## config.mk

```make
export PLATFORM = sky130hd
export DESIGN_NAME = sbit_acc_uni
export DESIGN_NICKNAME = d
export VERILOG_FILES = /design/src/rtl/sbit_acc_uni.sv
export SDC_FILE = /design/constraint.sdc
export NUM_CORES = 1
export LEC_CHECK = 0
export ABC_AREA = 1
export BUFFER_PORTS_ARGS = -buffer_cell sky130_fd_sc_hd__buf_4
export CORE_MARGIN = 3
export CORE_UTILIZATION = 50
export DETAILED_ROUTE_END_ITERATION = 10
export PLACE_DENSITY = 0.81
export SLEW_MARGIN = 15
export SYNTH_ARGS = -nofsm -noshare
export SYNTH_HDL_FRONTEND = slang
export SYNTH_SLANG_ARGS = --single-unit
```

## constraint.sdc

```tcl
create_clock -name clk -period 2.2 [get_ports clk]
set_input_delay 0 -clock clk [delete_from_list [all_inputs] [get_ports clk]]
set_output_delay 0 -clock clk [all_outputs]
set_load 0.01 [all_outputs]
```

## src/rtl/sbit_acc_uni.sv

```systemverilog
// sbit_acc_uni: counts ones in a unipolar bit stream over 2^LOGLEN cycles after a SKIP-cycle warm-up
// Ports: clk, rst (sync, active-high); start begins a run (IDLE, or DONE with iReady);
// iBit is the stream bit; iReady consumes the result; busy (SKIP/ACC); oValid (DONE); oC holds the count.
// Build option: define SBIT_ACC_SAT_EN to saturate a full-window count to 2^WIDTH-1 when WIDTH == LOGLEN.
module sbit_acc_uni #(
  parameter int LOGLEN = 8,
  parameter int WIDTH  = 8,
  parameter int SKIP   = 2
) (
  input  logic             clk,
  input  logic             rst,
  input  logic             start,
  input  logic             iBit,
  input  logic             iReady,
  output logic             busy,
  output logic             oValid,
  output logic [WIDTH-1:0] oC
);
  typedef enum logic [1:0] {S_IDLE, S_SKIP, S_ACC, S_DONE} state_t;
  localparam state_t FIRST = (SKIP == 0) ? S_ACC : S_SKIP;
`ifdef SBIT_ACC_SAT_EN
  localparam bit SAT = (WIDTH == LOGLEN);
`else
  localparam bit SAT = 1'b0;
`endif
  state_t state, next;
  logic [3:0] skip_cnt;
  logic [LOGLEN-1:0] win_cnt;
  logic [LOGLEN:0] acc, total;
  logic [WIDTH-1:0] result;
  logic go;
  assign total  = acc + {{LOGLEN{1'b0}}, iBit};
  assign result = (SAT && total[LOGLEN]) ? '1 : WIDTH'(total);
  assign busy   = (state == S_SKIP) || (state == S_ACC);
  assign oValid = (state == S_DONE);
  always_comb begin
    go   = start && ((state == S_IDLE) || ((state == S_DONE) && iReady));
    next = state;
    case (state)
      S_IDLE:  next = start ? FIRST : S_IDLE;
      S_SKIP:  next = (skip_cnt == 4'(SKIP - 1)) ? S_ACC : S_SKIP;
      S_ACC:   next = (&win_cnt) ? S_DONE : S_ACC;
      default: next = iReady ? (start ? FIRST : S_IDLE) : S_DONE;
    endcase
  end
  always_ff @(posedge clk) begin
    if (rst) begin
      state    <= S_IDLE;
      skip_cnt <= '0;
      win_cnt  <= '0;
      acc      <= '0;
      oC       <= '0;
    end else begin
      state <= next;
      if (go) begin
        skip_cnt <= '0;
        win_cnt  <= '0;
        acc      <= '0;
      end else if (state == S_SKIP) begin
        skip_cnt <= skip_cnt + 4'd1;
      end else if (state == S_ACC) begin
        win_cnt <= win_cnt + 1'b1;
        acc     <= total;
      end
      if (state == S_ACC && &win_cnt) oC <= result;
    end
  end
endmodule

```

==> flow_summary.json <==
{
  "dr_total_vias": 1322,
  "drive_gt1_share_pct": 13.2,
  "ir_worst_vdd_v": 0.000381,
  "final.setup.tns_ns": 0,
  "clk_pin_slew_ns": 0.10,
  "postLayoutSetupSlackWorst_ns": 0.549,
  "intPower_mw": 0.737,
  "overflow": 0,
  "diodes": 0,
  "criticalPathCategory": "reg2reg",
  "timing.critical_path.from_type": "flop",
  "cts_max_path_buffers": 2,
  "cts_resized": 0,
  "grt_pass1_wl_um": 4800,
  "rows": 19,
  "root_buffer": "clkbuf_4",
  "seq_area_um2": 601,
  "multi_input_area_um2": 786,
  "relSlewSlack_pct": 71.8,
  "detail_route.wl_per_cell_um": 10.9,
  "cp_max_fo": 12,
  "min_path_type": "in2reg",
  "fillers": 262,
  "synth_cell_types": 26,
  "fin_crit_sh_pct": 75.1,
  "final_nets": 249,
  "yosys_register_bits": 30,
  "comb_power_share_pct": 8.0,
  "worst_pin_slew_ns": 0.422,
  "clk_latency_ns": 0.34,
  "place_hpwl_um": 2100,
  "grt_max_degree": 15,
  "viasPerCell": 4.97,
  "avgSynthCellArea_um2": 7.20,
  "outcome": "completed",
  "p_sw_mw": 0.246,
  "finalSetupViolCount": 0,
  "cp_data_required_time_ns": 2.43,
  "core_um2": 2830,
  "first_iter_violations": 49,
  "dieArea_um2": 3770,
  "synth-seq-area-share_pct": 39.2,
  "p_leak_nw": 0.757,
  "cpMostUsedCell": "nor2_1",
  "rsz0062_at_grt": "no",
  "slew_viol_final": 0,
  "path_cells": "inv_1, ha_1, nand3_1, nor2_1, nand4_1, nor2_1, nor2_1",
  "numCtsBuffers": 5,
  "dieHeight_um": 61.4,
  "drtPass1Iterations": 4,
  "clkSinkCount": 30,
  "seqPwrFrac_pct": 56.8,
  "synth_fp_nets": 228,
  "antenna_found_initial": 0,
  "drc": 0,
  "numPortBuffers": 14,
  "synth_area_um2": 1530,
  "cpPeakStageDelay_ns": 0.42,
  "power.density_nw_per_um2": 561,
  "ys_warn_count": 0,
  "start_util_pct": 54.2,
  "pre_cts_ws_ns": 0.565,
  "globalplace.congestion": 0.828,
  "grt_pass1_vias": 1077,
  "cp.arrival_ns": 1.89,
  "hold_viol": 0,
  "die_width_um": 61.4,
  "clock.fmax_mhz": 606,
  "crit_path_end_kind": "flop",
  "area_growth_pct": 14.4,
  "min_period_ns": 1.65,
  "cts_htree_levels": 2,
  "cts_tree": "built",
  "ios": 15,
  "slowest_stage": "ha_1",
  "wl_um": 2900,
  "maxCapViolCount": 0,
  "clkPwrFrac_pct": 35.2,
  "drtAntennaViolNets": 0,
  "grt_usage_pct": 17.7,
  "swShare_pct": 25.0,
  "synth_cells": 213,
  "skew_ns": 0.0107
}
-- flip-flops by register name (all words and copies together), names as in the netlist --
signal and flops:
state 2, win_cnt 8, skip_cnt 4, oC 8, acc 8
-- kinds of logic (layout without fill, tap and decap cells) --
family,count (synthesis),after routing,synth area share (%)
AO/OA/AOI/OAI,29,29,9.80
multiplexers,1,1,0.653
adder cells (fa/ha/maj),10,10,8.16
flip-flops,30,30,39.2
XOR/XNOR,5,5,2.86
AND/OR/NAND/NOR,102,102,29.8
buffers and inverters,36,58,9.55
-- layer usage --
metal	wire, um	GRT usage (%)	vias to the layer above
met2	1280	26.6	20
met3	143	6.29	8
met4	57	8.18	0
met5	0	0	-
met1	1410	22.9	577
li1	-	-	717
-- cells in the final DEF (no fill, tap or decap), drive strengths merged, types with 2 or more instances in the layout --
master,synthesis,final
a21oi,17,17
buf,3,15
clkbuf,1,7
clkinv,1,2
dfxtp,30,30
dlygate4sd3,0,3
ha,10,10
inv,31,31
nand2,53,53
nand3,14,14
nand4,4,4
nor2,28,28
nor3,2,2
o21ai,10,10
xor2,5,5
-- what timing repair did --
item,CTS,global route
buffers inserted,0,0
endpoints found under the hold margin,10,0
hold buffers,3,0
-- final cells by class --
cell class                      count  share of cell area (%)
Multi-Input combinational cell    147                    44.8
Timing Repair Buffer               18                    8.14
Clock buffer                        7                    3.14
Inverter                           32                    7.14
Tap cell                           31                    2.21
Clock inverter                      1                   0.286
Sequential cell                    30                    34.3
-- power by group through the flow --
stage / Sequential (mW) / Clock [mW] / Combinational, mW
after floorplan: 0.569 / 0 / 0.0503
after global placement: 0.570 / 0 / 0.0726
after detailed placement: 0.571 / 0 / 0.0735
after CTS: 0.558 / 0.355 / 0.0787
after global routing: 0.559 / 0.371 / 0.0903
final: 0.558 / 0.346 / 0.0786
-- synthesized netlist by cell type --
cell type	instances	area [um2]
nor3_1	1	5.00
nor3_2	1	10.0
nor3b_1	1	7.51
xor2_1	5	43.8
nand4_1	4	25.0
nand2_2	1	6.26
buf_2	2	10.0
inv_2	1	3.75
nand3_1	11	55.1
nor2_1	26	97.6
mux2i_1	1	10.0
inv_1	30	113
o21bai_1	1	7.51
clkinv_4	1	8.76
nor2_4	1	11.3
clkbuf_1	1	3.75
a211oi_1	1	7.51
a21oi_1	17	85.1
nand2_1	52	195
ha_1	10	125
o21ai_0	10	50.1
nand3_4	1	17.5
dfxtp_1	30	601
nand3_2	2	20.0
nor2_2	1	6.26
buf_4	1	7.51
-- path summary, 6_finish.rpt --
path              slack, ns                 from                 end  depth (start not counted)
setup / recovery       0.55  state[0]$_SDFF_PP0_  oC[6]$_SDFFE_PP0P_                          7
hold / removal         0.09                 iBit  oC[0]$_SDFFE_PP0P_                          4
setup reg to reg       0.55  state[0]$_SDFF_PP0_  oC[6]$_SDFFE_PP0P_                          7
hold reg to reg        0.47   oC[4]$_SDFFE_PP0P_  oC[4]$_SDFFE_PP0P_                          2
-- worst max-delay path, delay by kind of cell (launching register included) --
kind / cells / cell delay, ns
DFF: 1 / 0.35
buffers and inverters: 1 / 0.09
and+or+nand+nor: 5 / 0.69
adders and majority gates: 1 / 0.42
-- metrics by stage --
| step | utilization, % | std cells | cell area, um2 | power [mW] | hold WS (ns) |
|---|---|---|---|---|---|
| 5_1_grt | 62.0 | 266 | 1750 | 1.02 | 0.148 |
| 6_report | 62.0 | 266 | 1750 | 0.983 | 0.0860 |
| 2_1_floorplan | - | 213 | 1530 | 0.619 | 0.0691 |
| 3_5_place_dp | 58.8 | 255 | 1660 | 0.644 | 0.217 |
| 4_1_cts | 62.0 | 266 | 1750 | 0.992 | 0.0823 |
| 3_3_place_gp | 58.8 | 255 | 1660 | 0.643 | 0.218 |
Power figures use the tool's default switching activity.
